### src/rtl/framebuffer_cmd_scheduler_pkg.sv
// State encoding and a lowest-set-bit encoder shared by the framebuffer
// command scheduler.
package FrameBufferSchedulerPkg;

    typedef enum logic [2:0] {
        StIdle,
        StDrain,
        StCommitIssue,
        StCommitWait,
        StMemsetIssue,
        StMemsetWait,
        StDone
    } state_e;

    localparam int unsigned MaxTargets = 8;

    // Index of the lowest set bit; 0 for an empty mask.
    function automatic int lowest_set_index(input logic [MaxTargets-1:0] mask);
        int idx;
        idx = 0;
        for (int i = MaxTargets - 1; i >= 0; i--) begin
            if (mask[i]) begin
                idx = i;
            end
        end
        return idx;
    endfunction

endpackage

### src/rtl/framebuffer_cmd_scheduler.sv
// Drains the fragment pipeline, then runs commits one target at a time
// (shared AXIS stream) and memset-only targets together in one apply.
module framebuffer_cmd_scheduler
    import FrameBufferSchedulerPkg::*;
#(
    parameter int unsigned NUMBER_OF_TARGETS = 3,
    localparam int unsigned SEL_WIDTH =
        (NUMBER_OF_TARGETS > 1) ? $clog2(NUMBER_OF_TARGETS) : 1
) (
    input  logic                         clk,
    input  logic                         reset,
    input  logic                         s_cmd_valid,
    output logic                         s_cmd_ready,
    input  logic [NUMBER_OF_TARGETS-1:0] s_cmd_commitMask,
    input  logic [NUMBER_OF_TARGETS-1:0] s_cmd_memsetMask,
    input  logic                         pipelineIdle,
    output logic                         fragHalt,
    output logic [NUMBER_OF_TARGETS-1:0] apply,
    output logic [NUMBER_OF_TARGETS-1:0] cmdCommit,
    output logic [NUMBER_OF_TARGETS-1:0] cmdMemset,
    input  logic [NUMBER_OF_TARGETS-1:0] applied,
    output logic [SEL_WIDTH-1:0]         streamSel,
    output logic                         busy,
    output logic                         done
);

    localparam int unsigned N = NUMBER_OF_TARGETS;

    state_e               r_state;
    state_e               w_state_next;
    logic [N-1:0]         r_pend_commit;
    logic [N-1:0]         r_pend_memset;
    logic [N-1:0]         r_issued;
    logic [SEL_WIDTH-1:0] r_sel;
    logic                 r_guard;
    logic [SEL_WIDTH-1:0] w_low_sel;
    logic [N-1:0]         w_commit_onehot;
    logic [MaxTargets-1:0] w_commit_ext;
    logic                 w_issued_applied;

    always_comb begin
        w_commit_ext        = '0;
        w_commit_ext[N-1:0] = r_pend_commit;
    end

    assign w_low_sel        = SEL_WIDTH'(lowest_set_index(w_commit_ext));
    assign w_commit_onehot  = r_pend_commit & (~r_pend_commit + N'(1));
    assign w_issued_applied = &(applied | ~r_issued);

    always_ff @(posedge clk) begin
        if (reset) begin
            r_state <= StIdle;
        end else begin
            r_state <= w_state_next;
        end
    end

    // The first WAIT cycle ignores applied while the FrameBuffer picks up the pulse.
    always_ff @(posedge clk) begin
        if (reset) begin
            r_pend_commit <= '0;
            r_pend_memset <= '0;
            r_issued      <= '0;
            r_sel         <= '0;
            r_guard       <= 1'b0;
        end else begin
            r_guard <= (r_state == StCommitIssue) || (r_state == StMemsetIssue);
            case (r_state)
                StIdle: begin
                    if (s_cmd_valid) begin
                        r_pend_commit <= s_cmd_commitMask;
                        r_pend_memset <= s_cmd_memsetMask;
                    end
                end
                StCommitIssue: begin
                    r_pend_commit <= r_pend_commit & ~w_commit_onehot;
                    r_pend_memset <= r_pend_memset & ~w_commit_onehot;
                    r_sel         <= w_low_sel;
                end
                StMemsetIssue: begin
                    r_issued      <= r_pend_memset;
                    r_pend_memset <= '0;
                end
                default: ;
            endcase
        end
    end

    always_comb begin
        w_state_next = r_state;
        case (r_state)
            StIdle: begin
                if (s_cmd_valid) begin
                    w_state_next = ((s_cmd_commitMask | s_cmd_memsetMask) == '0) ? StDone : StDrain;
                end
            end
            StDrain: begin
                if (pipelineIdle) begin
                    w_state_next = (r_pend_commit != '0) ? StCommitIssue : StMemsetIssue;
                end
            end
            StCommitIssue: w_state_next = StCommitWait;
            StCommitWait: begin
                if (!r_guard && applied[r_sel]) begin
                    if (r_pend_commit != '0) begin
                        w_state_next = StCommitIssue;
                    end else if (r_pend_memset != '0) begin
                        w_state_next = StMemsetIssue;
                    end else begin
                        w_state_next = StDone;
                    end
                end
            end
            StMemsetIssue: w_state_next = StMemsetWait;
            StMemsetWait: begin
                if (!r_guard && w_issued_applied) begin
                    w_state_next = StDone;
                end
            end
            StDone: w_state_next = StIdle;
            default: w_state_next = StIdle;
        endcase
    end

    always_comb begin
        s_cmd_ready = 1'b0;
        fragHalt    = 1'b0;
        busy        = 1'b0;
        done        = 1'b0;
        apply       = '0;
        cmdCommit   = '0;
        cmdMemset   = '0;
        streamSel   = r_sel;
        case (r_state)
            StIdle: s_cmd_ready = ~reset;
            StCommitIssue: begin
                apply     = w_commit_onehot;
                cmdCommit = w_commit_onehot;
                cmdMemset = w_commit_onehot & r_pend_memset;
                streamSel = w_low_sel;
            end
            StMemsetIssue: begin
                apply     = r_pend_memset;
                cmdMemset = r_pend_memset;
            end
            StDone: done = 1'b1;
            default: ;
        endcase
        if (r_state != StIdle) begin
            fragHalt = 1'b1;
            busy     = 1'b1;
        end
    end

endmodule

### config.mk
export PLATFORM = sky130hd
export DESIGN_NAME = framebuffer_cmd_scheduler
export DESIGN_NICKNAME = d
export VERILOG_FILES = /design/src/rtl/framebuffer_cmd_scheduler_pkg.sv /design/src/rtl/framebuffer_cmd_scheduler.sv
export SDC_FILE = /design/constraint.sdc
export NUM_CORES = 1
export LEC_CHECK = 0
export CAP_MARGIN = 20
export CELL_PAD_IN_SITES_DETAIL_PLACEMENT = 1
export CELL_PAD_IN_SITES_GLOBAL_PLACEMENT = 1
export CORE_MARGIN = 2
export CORE_UTILIZATION = 29
export CTS_CLUSTER_DIAMETER = 200
export DETAILED_ROUTE_END_ITERATION = 10
export PLACE_DENSITY = 0.82
export SYNTH_ARGS = -nofsm -noshare
export SYNTH_HDL_FRONTEND = slang
export SYNTH_SLANG_ARGS = --single-unit
### constraint.sdc
create_clock -name clk -period 1.9 [get_ports clk]
set_clock_uncertainty 0.15 [all_clocks]
set_input_delay 0.38 -clock clk [delete_from_list [all_inputs] [get_ports clk]]
set_output_delay 0.38 -clock clk [all_outputs]
set_load 0.005 [all_outputs]
==> metrics, run 1 <==
clock power share 14.1%; leading cell types in the layout, fill and taps excluded buf_4 (38), nand2_1 (19), a21oi_1 (12), dfxtp_1 (12), buf_6 (11); post-route ant nets 0; final setup fails 13; Post-Syn Area 908 µm²; Die Ht 60.0 µm; total power 0.00127 W; most common cell after layout, fill and taps aside buf_4; core area 3030 µm²; failing checks setup timing; Routed WL 3820 µm; Seq/Total Area, Yosys 33.1%; critical path class flop to output pin; P&R area growth vs syn 77.0%; hold buffers post-CTS 0; IO buf count 27; syn_nets 131; clk sink count 15; Pre-antenna DRT Iters 5; Final Critical Period 2.30 ns; fin nets 202; Final WS setup -0.402 ns; total grt overflow 0; dpl ws -0.483 ns; RSZ-0062 raised after global routing yes; Max Slew Vio Count 0; Int Pwr 0.000804 W; P per Cell Area 791 nW/µm²; Worst Setup Start Kind flop; Clock Latency Late Sink 0.28 ns; largest net degree at the start of global routing 16; combinational share of power 55.0%; critical path required time 1.37 ns; synthesized flop and latch total 15; post-DR wirelength/cell 16.5 µm; Slew HR 66.3%; fin crit share 121%; Setup crit end kind output pin; Cells after Synth 118; first-pass GRT wire length 5780 µm; Inserted Diodes 0; Sw Pwr 0.000468 W; via count 1162; register area 304 µm²; Post-DP HPWL 2400 µm; vias in the first global route 1234; Die Area 3600 µm²; CTS tree done; global-route total usage across every layer 21.9%; Fill cells 370; Static Leak 0.731 nW; Synthesis Warnings 0; Clock transition at path regs 0.09 ns; Placer Congestion 0.813; row cnt 20; Starting Density 30.0%; Hold Vio Cnt, Final 0; Switching Share 36.8%; H-tree depth 1; synth unique cells 33; # IOs 28; share of cells above drive strength 1 46.3%; Hold Crit Class input port to flop; Slew @ Worst Pin 0.498 ns; Root Buffer clkbuf_4; Max Freq 434 MHz; Crit Path Max Fanout 2; Num CTS Buffers 3; DRC violations left 0; ys async rst share 0%; VDD IR max 0.523 mV; initial DRC count 17; MaxCap Viol Count 0; number of flops mapped to enable cells by yosys 0; Synth Area per Inst 7.70 µm²; multi-input logic area 608 µm²; sequential share of power 31.0%; die span in x 60.0 µm; initial antenna violation count 0; Synth Flop Type dfxtp_1; clk buf depth 2; WP data arrival 1.77 ns; status finished, violations left; DR vias/cell 5.01
[kinds of logic after synthesis]
logic type | count (synthesis) | synth area share (%)
buf+inv | 12 | 6.47
compound gates | 37 | 26.7
mux | 2 | 2.20
flops | 15 | 33.1
simple gates | 52 | 31.5
[critical path, cell delays in order, from the launching register on]
cell	delay [ns]
dfxtp_2	0.34
or3b_4	0.42
nor4b_4	0.26
buf_4	0.17
buf_6	0.09
a21o_1	0.09
buf_2	0.11
[power by group through the flow]
stage	Combinational [W]	Sequential, W	Clock, W
after global placement	0.000511	0.000387	0
after detailed placement	0.000531	0.000391	0
after CTS	0.000652	0.000389	0.000184
after global routing	0.000752	0.000397	0.000195
final	0.000699	0.000394	0.000179
after floorplan	0.000282	0.000389	0
[synth_stat cells (3+ instances only)]
cell	instances	area, µm²
nand2_1	21	78.8
dfxtp_1	15	300
a21oi_1	12	60.1
nor2_1	8	30.0
o21ai_0	6	30.0
clkbuf_1	5	18.8
inv_1	5	18.8
nor2b_1	5	31.3
o21a_1	4	30.0
a31oi_1	3	18.8
nand3_1	3	15.0
nor3_1	3	15.0
o211ai_1	3	22.5
[metrics by stage]
step                      setup TNS (ns)  instance area, µm²  hold WS (ns)  util, %  cells
after floorplan                        0                 921         0.282        -    118
after global placement             -4.03                1380         0.299     45.7    207
after detailed placement           -4.84                1380         0.308     45.7    207
after CTS                          -2.51                1590         0.285     52.6    230
after global routing               -3.48                1610         0.177     53.1    232
final                              -2.61                1610         0.187     53.1    232
[metal layers]
| metal | wire length [µm] | up-vias | global-route usage, % |
|---|---|---|---|
| met5 | 0 | - | 0 |
| met4 | 72 | 0 | 4.13 |
| met3 | 138 | 8 | 4.11 |
| met2 | 2130 | 31 | 42.7 |
| met1 | 1480 | 563 | 24.2 |
| li1 | - | 560 | - |
[sequential cells by signal (all words and copies together), names as in the netlist]
| register | cells |
|---|---|
| r_sel | 2 |
| r_state | 3 |
| r_pend_memset | 3 |
| r_issued | 3 |
| r_pend_commit | 3 |
| r_guard | 1 |
[final cells by class]
class,instances,share of cell area [%]
multi-input combinational,91,37.8
clock buffer,4,1.63
inverter,5,1.17
tap,44,3.42
timing repair buffer,73,37.0
sequential,15,18.9
[what timing repair did]
action                     in CTS  in global routing
setup endpoints to repair      18                 18
buffers inserted               20                  4
hold endpoints to repair        0                  0
resized for setup              91                 11
pin swaps                      13                 11
[worst paths after layout]
kind | startpoint | endpoint | slack [ns] | depth (start not counted)
min reg2reg | r_issued[2] | r_issued[2] | 0.34 | 2
min | s_cmd_commitMask[0] | r_pend_commit[0] | 0.19 | 3
max reg2reg | r_state[0] | r_state[1] | -0.05 | 5
max | r_state[0] | streamSel[1] | -0.40 | 6
Power figures use the tool's default switching activity.
==> inputs of run 2 (changes only) <==
--- a/config.mk
+++ b/config.mk
@@ -5,14 +5,16 @@
 export SDC_FILE = /design/constraint.sdc
 export NUM_CORES = 1
 export LEC_CHECK = 0
+export ABC_AREA = 1
 export CAP_MARGIN = 20
 export CELL_PAD_IN_SITES_DETAIL_PLACEMENT = 1
 export CELL_PAD_IN_SITES_GLOBAL_PLACEMENT = 1
 export CORE_MARGIN = 2
-export CORE_UTILIZATION = 29
+export CORE_UTILIZATION = 27
 export CTS_CLUSTER_DIAMETER = 200
 export DETAILED_ROUTE_END_ITERATION = 10
-export PLACE_DENSITY = 0.82
+export GPL_ROUTABILITY_DRIVEN = 1
+export PLACE_DENSITY = 0.81
 export SYNTH_ARGS = -nofsm -noshare
 export SYNTH_HDL_FRONTEND = slang
 export SYNTH_SLANG_ARGS = --single-unit
==> metrics, run 2 <==
first-pass GRT wire length 5330 µm (was 5780 µm); Post-DP HPWL 2320 µm (was 2400 µm); largest net degree at the start of global routing 13 (was 16); fin nets 219 (was 202); # IOs 28 (unchanged); Final WS setup -0.0514 ns (was -0.402 ns); global-route total usage across every layer 17.3% (was 21.9%); failing checks setup timing (unchanged); Routed WL 3320 µm (was 3820 µm); die span in x 62.1 µm (was 60.0 µm); Crit Path Max Fanout 5 (was 2); number of flops mapped to enable cells by yosys 0 (unchanged); status finished, violations left (unchanged); Root Buffer clkbuf_4 (unchanged); Hold Crit Class flop to flop (was input port to flop); CTS tree done (unchanged); Yosys top cell by area dfxtp_1 (unchanged); Synth Area per Inst 6.08 µm² (was 7.70 µm²); Clock transition at path regs 0.10 ns (was 0.09 ns); critical path required time 1.37 ns (about the same); initial antenna violation count 0 (unchanged); top cells by count, synth nand2_1 (40), inv_1 (28), dfxtp_1 (15) (was nand2_1 (21), dfxtp_1 (15), a21oi_1 (12)); Pre-antenna DRT Iters 4 (was 5); via count 1146 (was 1162); Die Area 3860 µm² (was 3600 µm²); Cells after Synth 150 (was 118); synth unique cells 22 (was 33); critical path's top delay family flip-flops (was simple AND/OR/NAND/NOR gates); row cnt 21 (was 20); clk sink count 15 (unchanged); Die Ht 62.1 µm (was 60.0 µm); crit-path max cell delay 0.37 ns (was 0.42 ns); slowest CP cell dfxtp_4 (was or3b_4); total grt overflow 0 (unchanged); Post-Syn Area 912 µm² (was 908 µm²); post-DR wirelength/cell 13.2 µm (was 16.5 µm); dpl ws -0.114 ns (was -0.483 ns); count leader, synth nand2_1 (unchanged); WP data arrival 1.42 ns (was 1.77 ns); P per Cell Area 1090 nW/µm² (was 791 nW/µm²); DR vias/cell 4.57 (was 5.01); MaxCap Viol Count 0 (unchanged); CP startpoint r_state[0] (unchanged); Starting Density 27.8% (was 30.0%); Seq/Total Area, Yosys 32.9% (was 33.1%); R2R Path Start r_state[0] (unchanged); Max Freq 512 MHz (was 434 MHz); hold buffers post-CTS 0 (unchanged); fin crit share 103% (was 121%); Slew HR 81.3% (was 66.3%); Setup crit end kind output pin (unchanged); synthesized flop and latch total 15 (unchanged); Final Critical Period 1.95 ns (was 2.30 ns); Placer Congestion 0.863 (was 0.813); Post-Route Utilization 46.2% (was 53.1%); Hold Vio Cnt, Final 0 (unchanged); leading cell types in the layout, fill and taps excluded nand2_1 (32), buf_4 (23), inv_1 (22), a21oi_1 (13), clkdlybuf4s50_1 (12) (was buf_4 (38), nand2_1 (19), a21oi_1 (12), dfxtp_1 (12), buf_6 (11)); DRC violations left 0 (unchanged); Slew @ Worst Pin 0.278 ns (was 0.498 ns); Synthesis Warnings 0 (unchanged); Clock Latency Late Sink 0.28 ns (about the same); post-route ant nets 0 (unchanged); share of cells above drive strength 1 37.6% (was 46.3%); share of the synthesized area in the top cell type 32.9% (was 33.1%); VDD IR max 0.661 mV (was 0.523 mV); buffer and inverter count on the worst path 3 (unchanged); H-tree depth 1 (unchanged); Area contributors post-synth dfxtp_1 (33%), nand2_1 (16%), inv_1 (12%) (was dfxtp_1 (33%), nand2_1 (8.7%), a21oi_1 (6.6%)); critical path class flop to output pin (unchanged); core area 3280 µm² (was 3030 µm²); Static Leak 0.811 nW (was 0.731 nW); ys async rst share 0% (unchanged); IO buf count 27 (unchanged); Worst Setup Start Kind flop (unchanged); vias in the first global route 1175 (was 1234); worst hold start r_issued[1] (was s_cmd_commitMask[0]); most common cell after layout, fill and taps aside nand2_1 (was buf_4); Num CTS Buffers 3 (unchanged); RSZ-0062 raised after global routing yes (unchanged); Inserted Diodes 0 (unchanged); P&R area growth vs syn 66.5% (was 77.0%); syn_nets 163 (was 131); Synth Flop Type dfxtp_1 (unchanged); clk buf depth 2 (unchanged); final setup fails 2 (was 13); Max Slew Vio Count 0 (unchanged); CP cell instances inv_4, nand3_4, nor2_4, nand2_4, buf_6, o21ai_2, buf_2 (was or3b_4, nor4b_4, buf_4, buf_6, a21o_1, buf_2); initial DRC count 35 (was 17)
[run 2: worst min-delay path: cells and delay by family, from the launching register on]
family | cells | cell delay [ns]
AOI/OAI and AO/OA | 1 | 0.06
DFF | 1 | 0.32
and+or+nand+nor | 1 | 0.06
[run 2: where the power goes]
| part | total [W] | leakage [nW] | switching [W] | internal [W] |
|---|---|---|---|---|
| Combinational | 0.00100 | 0.671 | 0.000557 | 0.000445 |
| Sequential | 0.000462 | 0.125 | 0.0000670 | 0.000395 |
| Clock | 0.000189 | 0.0150 | 0.000108 | 0.0000814 |
[run 2: final timing paths]
check	cells after the start	endpoint	slack, ns
worst max-delay path	7	cmdMemset[1]	-0.05
worst min register to register	2	r_issued[1]	0.33
worst min-delay path	2	r_issued[1]	0.33
worst max register to register	9	r_pend_memset[2]	0.13
[run 2: layer usage]
metal  global-route usage (%)  part of all wire, %  vias up
met5                        0                    0        -
met4                     6.39                  1.0        0
met3                     3.44                  4.8        2
met2                     32.9                   54       29
met1                     18.8                   40      537
li1                         -                    -      578
[run 2: layout make-up]
type | instances | area (µm²)
repair buffers | 54 | 444
well taps | 46 | 57.6
multi-input cells | 102 | 563
inverters | 30 | 118
fillers | 441 | 1770
flip-flops and latches | 15 | 310
clock buffers | 4 | 26.3
[run 2: metrics by stage]
step	total power [W]	hold slack, ns	instance area [µm²]	TNS [ns]	std cells
3_3_place_gp	0.00124	0.310	1350	-0.140	237
2_1_floorplan	0.000919	0.289	912	0	150
6_report	0.00165	0.330	1520	-0.0597	251
4_1_cts	0.00156	0.335	1450	-0.663	248
3_5_place_dp	0.00128	0.321	1350	-0.324	237
5_1_grt	0.00179	0.366	1520	-0.536	251
[run 2: timing repair]
action,in CTS,in global routing
resized for setup,57,34
cloned,0,0
pin swaps,4,7
setup buffers,7,5
hold endpoints to repair,0,0
endpoints found under the setup margin,15,12
[run 2: cells by family after synthesis]
family / synth area share (%)
compound gates: 15.9
flops: 32.9
buf+inv: 14.8
simple gates: 36.4
==> inputs of run 3 (changes only) <==
--- a/config.mk
+++ b/config.mk
@@ -6,7 +6,6 @@
 export NUM_CORES = 1
 export LEC_CHECK = 0
 export ABC_AREA = 1
-export CAP_MARGIN = 20
 export CELL_PAD_IN_SITES_DETAIL_PLACEMENT = 1
 export CELL_PAD_IN_SITES_GLOBAL_PLACEMENT = 1
 export CORE_MARGIN = 2
==> results of run 3 <==
Same layout as run 2: the final DEF is identical, and so are final timing and power.
